`src/rtl/instr_fetch_if.sv`:
```
// instr_fetch_if: instruction-memory bus and decode-side handshake for instr_fetch
//   imem_req/imem_addr -> request to memory, held until imem_gnt
//   imem_gnt/imem_rvalid/imem_rdata <- grant and read response
//   inst_valid/inst_data/inst_pc -> decode, accepted by inst_ready
interface instr_fetch_if #(parameter int XLEN = 32);
  logic            imem_req;
  logic [XLEN-1:0] imem_addr;
  logic            imem_gnt;
  logic            imem_rvalid;
  logic [XLEN-1:0] imem_rdata;
  logic            inst_valid;
  logic            inst_ready;
  logic [XLEN-1:0] inst_data;
  logic [XLEN-1:0] inst_pc;
  modport master (
    output imem_req, imem_addr, inst_valid, inst_data, inst_pc,
    input  imem_gnt, imem_rvalid, imem_rdata, inst_ready
  );
  modport slave (
    input  imem_req, imem_addr, inst_valid, inst_data, inst_pc,
    output imem_gnt, imem_rvalid, imem_rdata, inst_ready
  );
endinterface

```
`src/rtl/instr_fetch.sv`:
```
// instr_fetch: single-outstanding instruction fetch with a DEPTH-entry fetch buffer
//   clk            rising-edge clock
//   areset         asynchronous active-low reset
//   pc             current program counter
//   pc_load        one-cycle strobe advancing the program counter on a taken grant
//   flush          redirect; discards buffered and in-flight instructions
//   fetch_misalign sticky flag for a misaligned fetch PC, cleared by flush
//   bus            memory request/response and decode handshake (master side)
module instr_fetch #(
  parameter int DEPTH = 2,
  parameter int XLEN  = 32
) (
  input  logic            clk,
  input  logic            areset,
  input  logic [XLEN-1:0] pc,
  output logic            pc_load,
  input  logic            flush,
  output logic            fetch_misalign,
  instr_fetch_if.master   bus
);
  localparam int AW = $clog2(DEPTH);
  localparam int CW = AW + 1;
  typedef enum logic [1:0] {IDLE, REQ, WAIT} state_t;
  state_t            state, state_n;
  logic [2*XLEN-1:0] mem [DEPTH];
  logic [AW-1:0]     rptr, wptr;
  logic [CW-1:0]     count, count_n;
  logic [XLEN-1:0]   req_pc;
  logic              drop, grant, push, pop, aligned, go;
  assign grant   = state == REQ && bus.imem_gnt;
  assign push    = state == WAIT && bus.imem_rvalid && !drop && !flush;
  assign pop     = bus.inst_valid && bus.inst_ready && !flush;
  assign count_n = flush ? '0 : count + CW'(push) - CW'(pop);
  assign aligned = pc[1:0] == 2'b00;
  // a new request is considered only from IDLE or as the pending response lands;
  // the outstanding slot is free at that point, so credit is just the next fill level
  assign go = (state == IDLE || (state == WAIT && bus.imem_rvalid)) &&
              count_n < CW'(DEPTH) && !flush && !fetch_misalign;
  always_comb begin
    state_n = state == REQ ? (bus.imem_gnt ? WAIT : flush ? IDLE : REQ)
            : state == WAIT && !bus.imem_rvalid ? WAIT
            : go && aligned ? REQ : IDLE;
    pc_load = grant && !flush;
    bus.imem_req = state == REQ;
    bus.imem_addr = state == REQ ? pc : '0;
    bus.inst_valid = count != '0;
    {bus.inst_pc, bus.inst_data} = count != '0 ? mem[rptr] : '0;
  end
  always_ff @(posedge clk or negedge areset)
    if (!areset) begin
      state          <= IDLE;
      count          <= '0;
      rptr           <= '0;
      wptr           <= '0;
      drop           <= 1'b0;
      req_pc         <= '0;
      fetch_misalign <= 1'b0;
    end else begin
      state          <= state_n;
      count          <= count_n;
      rptr           <= flush ? '0 : rptr + AW'(pop);
      wptr           <= flush ? '0 : wptr + AW'(push);
      // a grant taken during flush still returns data, which must be thrown away
      drop           <= state == WAIT && bus.imem_rvalid ? 1'b0
                      : flush && (state == WAIT || grant) ? 1'b1 : drop;
      req_pc         <= grant ? pc : req_pc;
      fetch_misalign <= flush ? 1'b0 : fetch_misalign | (go & !aligned);
    end
  always_ff @(posedge clk)
    if (push) mem[wptr] <= {req_pc, bus.imem_rdata};
  assert property (@(posedge clk) disable iff (!areset) !(push && count == CW'(DEPTH)));
endmodule

```
`src/flat_wrapper.sv`:
```
// flat-port wrapper written by rule: the top's interface ports become plain ports
module instr_fetch_flat 
#(
  parameter int DEPTH = 2,
  parameter int XLEN  = 32
)
  (clk, areset, pc, pc_load, flush, fetch_misalign, bus_imem_req, bus_imem_addr, bus_inst_valid, bus_inst_data, bus_inst_pc, bus_imem_gnt, bus_imem_rvalid, bus_imem_rdata, bus_inst_ready);
  instr_fetch_if #(.XLEN(XLEN)) bus_i ();
  input  logic clk;
  input  logic areset;
  input  logic [XLEN-1:0] pc;
  output logic pc_load;
  input  logic flush;
  output logic fetch_misalign;
  output wire logic [$bits(bus_i.imem_req)-1:0] bus_imem_req;
  output wire logic [$bits(bus_i.imem_addr)-1:0] bus_imem_addr;
  output wire logic [$bits(bus_i.inst_valid)-1:0] bus_inst_valid;
  output wire logic [$bits(bus_i.inst_data)-1:0] bus_inst_data;
  output wire logic [$bits(bus_i.inst_pc)-1:0] bus_inst_pc;
  input wire logic [$bits(bus_i.imem_gnt)-1:0] bus_imem_gnt;
  input wire logic [$bits(bus_i.imem_rvalid)-1:0] bus_imem_rvalid;
  input wire logic [$bits(bus_i.imem_rdata)-1:0] bus_imem_rdata;
  input wire logic [$bits(bus_i.inst_ready)-1:0] bus_inst_ready;
  assign bus_imem_req = bus_i.imem_req;
  assign bus_imem_addr = bus_i.imem_addr;
  assign bus_inst_valid = bus_i.inst_valid;
  assign bus_inst_data = bus_i.inst_data;
  assign bus_inst_pc = bus_i.inst_pc;
  assign bus_i.imem_gnt = bus_imem_gnt;
  assign bus_i.imem_rvalid = bus_imem_rvalid;
  assign bus_i.imem_rdata = bus_imem_rdata;
  assign bus_i.inst_ready = bus_inst_ready;
  instr_fetch #(.DEPTH(DEPTH), .XLEN(XLEN)) u_core (.clk(clk), .areset(areset), .pc(pc), .pc_load(pc_load), .flush(flush), .fetch_misalign(fetch_misalign), .bus(bus_i));
endmodule
```
`config.mk`:
```
export PLATFORM = sky130hd
export DESIGN_NAME = instr_fetch_flat
export DESIGN_NICKNAME = d
export VERILOG_FILES = /design/src/rtl/instr_fetch_if.sv /design/src/rtl/instr_fetch.sv /design/src/flat_wrapper.sv
export SDC_FILE = /design/constraint.sdc
export NUM_CORES = 1
export LEC_CHECK = 0
export BUFFER_PORTS_ARGS = -buffer_cell sky130_fd_sc_hd__buf_4
export CORE_MARGIN = 3
export CORE_UTILIZATION = 47
export CTS_BUF_LIST = sky130_fd_sc_hd__clkbuf_8 sky130_fd_sc_hd__clkbuf_16
export DETAILED_ROUTE_END_ITERATION = 10
export PLACE_DENSITY_LB_ADDON = 0.25
export SYNTH_ARGS = -nofsm -noshare
export SYNTH_HDL_FRONTEND = slang
export SYNTH_SLANG_ARGS = --single-unit
```
`constraint.sdc`:
```
create_clock -name clk -period 5.8 [get_ports clk]
set_clock_uncertainty 0.2 [all_clocks]
set_input_delay 0.29 -clock clk [delete_from_list [all_inputs] [get_ports clk]]
set_output_delay 0.29 -clock clk [all_outputs]
set_load 0.1 [all_outputs]
```
==> impl_table.tex <==
\begin{tabular}{lr}
\hline
Metric & Value \\
\hline
\multicolumn{2}{l}{\textbf{Outcome}} \\
Outcome & finished, final reports clean \\
\multicolumn{2}{l}{\textbf{Global route}} \\
Number of antenna violations at the first check in global routing & 0 \\
Total global routing overflow & 0 \\
First-pass GRT wire length & 21490 um \\
Vias in the first global route & 4404 \\
Tot GR Track Use & 17.39\% \\
Largest net degree at the start of global routing & 66 \\
\multicolumn{2}{l}{\textbf{Synth}} \\
Proportion of synthesized area in mux cells & 16.40\% \\
Total nets after synthesis & 490 \\
Synth async-reset ratio & 23.81\% \\
Adder-Cell Fraction of Synth Area & 0.7395\% \\
Average cell area after synthesis & 16.27 um\^{}2 \\
Synthesized instance count & 416 \\
Number of synthesized flops with an enable pin & 128 \\
Count of warnings emitted by yosys & 0 \\
Number of different library cells in the post-synthesis netlist & 28 \\
Leading post-synthesis cells by cell area & sky130\_fd\_sc\_hd\_\_edfxtp\_1 (57\%), sky130\_fd\_sc\_hd\_\_dfrtp\_1 (15\%), sky130\_fd\_sc\_hd\_\_mux2i\_1 (9.5\%) \\
Summed instance area of the synthesized netlist & 6768 um\^{}2 \\
Most used standard cell by instance count after synthesis & sky130\_fd\_sc\_hd\_\_edfxtp\_1 \\
Complex-gate fraction of the synthesized area & 0.5546\% \\
Number of synthesized register bits & 168 \\
Leading cell types by count after synthesis & sky130\_fd\_sc\_hd\_\_edfxtp\_1 (128), sky130\_fd\_sc\_hd\_\_nor2\_1 (73), sky130\_fd\_sc\_hd\_\_mux2i\_1 (64) \\
Sequential share of the synthesized area & 71.58\% \\
Simple-gate share of the synthesized area & 8.005\% \\
Ys flop type & sky130\_fd\_sc\_hd\_\_edfxtp\_1 \\
Share of the synthesized netlist area taken by xor and xnor gates & 0.4622\% \\
Area fraction of the dominant cell type after synthesis & 56.79\% \\
Largest family of logic cells by synthesized area & multiplexers \\
Synth area leader & sky130\_fd\_sc\_hd\_\_edfxtp\_1 \\
\multicolumn{2}{l}{\textbf{CTS}} \\
Sink Count & 168 \\
CTS Hold Bufs & 68 \\
Clock-pin transition on the worst setup and hold timing paths & 0.06 ns \\
TritonCTS clock tree & done \\
Worst-skew pair later-pin latency & 0.41 ns \\
Clock Tree Root & sky130\_fd\_sc\_hd\_\_clkbuf\_16 \\
Total setup buffers inserted after CTS & 0 \\
Total of cells resized after clock tree synthesis & 0 \\
Inserted Clock Buffers & 17 \\
Depth of the CTS H-tree & 4 \\
Buffer depth of the longest clock path & 2 \\
\multicolumn{2}{l}{\textbf{STA}} \\
Period utilisation layout & 49.91\% \\
Time the worst path needs with I/O delays and setup & 2.895 ns \\
Setup-failing EPs final & 0 \\
Max Clock Freq & 345.4 MHz \\
Number of max-slew violations in the final report & 0 \\
Unrepaired setup endpoints after global routing & no \\
Slew at the pin closest to its max-slew limit & 1.168 ns \\
Endpoints failing hold & 0 \\
Setup\_tns & 0 ns \\
Remaining max-slew budget at the tightest pin & 22.15\% \\
\multicolumn{2}{l}{\textbf{Detailed routing}} \\
Remaining DRCs & 0 \\
Vias after detailed routing & 4084 \\
Post-route ant nets & 0 \\
Via/cell ratio & 4.839 \\
Violation count after the first detailed-routing iteration & 247 \\
Post-detailed-route wirelength per cell & 15.90 um \\
Number of detailed-routing iterations run before antenna repair & 4 \\
Routed Wire Length & 13420 um \\
\multicolumn{2}{l}{\textbf{Pwr}} \\
P\_leak & 3.831 nW \\
Largest voltage drop on the vdd net & 0.0002517 V \\
Pwr Total & 3.147 mW \\
P per Cell Area & 333.3 nW/um\^{}2 \\
\multicolumn{2}{l}{\textbf{Placed design}} \\
HPWL after detailed placement & 7991 um \\
Gp weighted congestion & 0.7567 \\
Port-buffer cells & 169 \\
\multicolumn{2}{l}{\textbf{Cells and area}} \\
Multi-input combinational cell area & 1803 um\^{}2 \\
Sequential Area & 4848 um\^{}2 \\
Fraction of the core area covered by cells at the end of the flow & 67.50\% \\
Growth of design area from synthesis to finish & 39.53\% \\
Total number of nets in the final design & 726 \\
Fraction of layout instances using a drive strength above 1 & 34.64\% \\
Number of antenna cells inserted & 0 \\
Layout fillers & 951 \\
\multicolumn{2}{l}{\textbf{Worst setup path}} \\
Data arrival at the endpoint of the critical path & 2.40 ns \\
Count of cells along the worst register-to-register path & 3 \\
Kind of start point of the critical path & flop \\
Maximum fanout along the worst path & 65 \\
Type of the worst setup path & flop to primary output \\
Worst path required time & 5.31 ns \\
Kind of end point of the critical path & primary output \\
\multicolumn{2}{l}{\textbf{Worst hold path}} \\
Worst hold stages & 4 \\
Hold Path Class & primary input to flop \\
\multicolumn{2}{l}{\textbf{Floorplan}} \\
Site row count & 43 \\
Initial core utilization & 48.38\% \\
Horizontal extent of the die & 126.0 um \\
Die area & 15870 um\^{}2 \\
Vertical die dimension & 126.0 um \\
Top Ports & 170 \\
Core Footprint & 13990 um\^{}2 \\
\multicolumn{2}{l}{\textbf{Job}} \\
Maximum Capacitance Violations & 0 \\
\hline
\end{tabular}
-- kinds of logic after synthesis --
group                    Yosys count
buffers and inverters             26
multiplexers                      96
adder cells (fa/ha/maj)            4
AO/OA/AOI/OAI                      6
flip-flops                       168
XOR/XNOR                           2
AND/OR/NAND/NOR                  114
-- placed cells by master (no fill, tap or decap), types with 2 or more instances in the layout --
| cell type | netlist | layout |
|---|---|---|
| sky130_fd_sc_hd__buf_4 | 6 | 170 |
| sky130_fd_sc_hd__edfxtp_1 | 128 | 128 |
| sky130_fd_sc_hd__o21ai_0 | 2 | 2 |
| sky130_fd_sc_hd__ha_1 | 4 | 2 |
| sky130_fd_sc_hd__and2_1 | 32 | 32 |
| sky130_fd_sc_hd__ha_4 | 0 | 2 |
| sky130_fd_sc_hd__nand2b_1 | 2 | 2 |
| sky130_fd_sc_hd__clkinvlp_4 | 0 | 2 |
| sky130_fd_sc_hd__dfrtp_1 | 40 | 39 |
| sky130_fd_sc_hd__nor2_1 | 73 | 72 |
| sky130_fd_sc_hd__clkbuf_16 | 0 | 17 |
| sky130_fd_sc_hd__dlygate4sd3_1 | 0 | 68 |
| sky130_fd_sc_hd__clkinv_1 | 0 | 6 |
| sky130_fd_sc_hd__inv_1 | 5 | 7 |
| sky130_fd_sc_hd__mux2i_1 | 64 | 64 |
| sky130_fd_sc_hd__bufinv_16 | 0 | 4 |
| sky130_fd_sc_hd__mux2_4 | 29 | 29 |
| sky130_fd_sc_hd__mux2_2 | 3 | 3 |
-- layout make-up --
| class | instances | area share, % |
|---|---|---|
| clock buffers | 17 | 4.505 |
| clock inverters | 14 | 1.749 |
| inverters | 5 | 0.1988 |
| multi-input cells | 222 | 19.09 |
| flip-flops and latches | 168 | 51.34 |
| well taps | 180 | 2.385 |
| repair buffers | 238 | 20.72 |
-- per-stage QoR --
step           hold WS [ns]  worst slack (ns)  cell area [um^2]  std cells
2_1_floorplan       -0.2056             2.704              6768        416
3_3_place_gp         0.1103             3.232              8172        745
3_5_place_dp         0.1142             3.177              8172        745
4_1_cts             0.09000             2.900              9443        844
5_1_grt              0.1375             2.794              9443        844
6_report             0.1072             2.905              9443        844
-- state kept, by name, indices dropped and copies added, names as in the netlist --
name / flops
u_core.drop: 1
u_core.fetch_misalign: 1
u_core.req_pc: 32
u_core.mem: 128
u_core.rptr: 1
u_core.wptr: 1
u_core.state: 2
u_core.count: 2
-- path summary, 6_finish.rpt --
check                                      start                 to  slack (ns)
worst min-delay path              bus_inst_ready        u_core.rptr        0.11
worst min register to register  u_core.req_pc[2]  u_core.mem[1][34]        0.27
worst max register to register   u_core.state[0]  u_core.mem[1][24]        3.20
worst max-delay path                 u_core.rptr    bus_inst_pc[26]        2.91
min in group asynchronous                 areset   u_core.req_pc[0]        0.20
max in group asynchronous                 areset        u_core.rptr        4.78
-- per-layer routing --
layer / global-route usage, % / vias up / wire length, um
met5: 0 / - / 0
met1: 21.18 / 1960 / 5644
met2: 29.01 / 138 / 6719
li1: - / 1969 / -
met4: 6.246 / 0 / 195
met3: 5.937 / 17 / 858
-- critical path, stage by stage, from the launching register on --
cell and delay [ns]:
sky130_fd_sc_hd__dfrtp_4 1.16, sky130_fd_sc_hd__mux2i_1 0.26, sky130_fd_sc_hd__nor2_1 0.16, sky130_fd_sc_hd__buf_4 0.31
-- power breakdown --
part	switching [mW]	total, mW	internal [mW]
logic	0.242	0.470	0.228
registers	0.0914	1.56	1.47
clock network	0.415	1.12	0.705
total	0.748	3.15	2.40
Note: power is estimated with default switching activity, not from simulation.
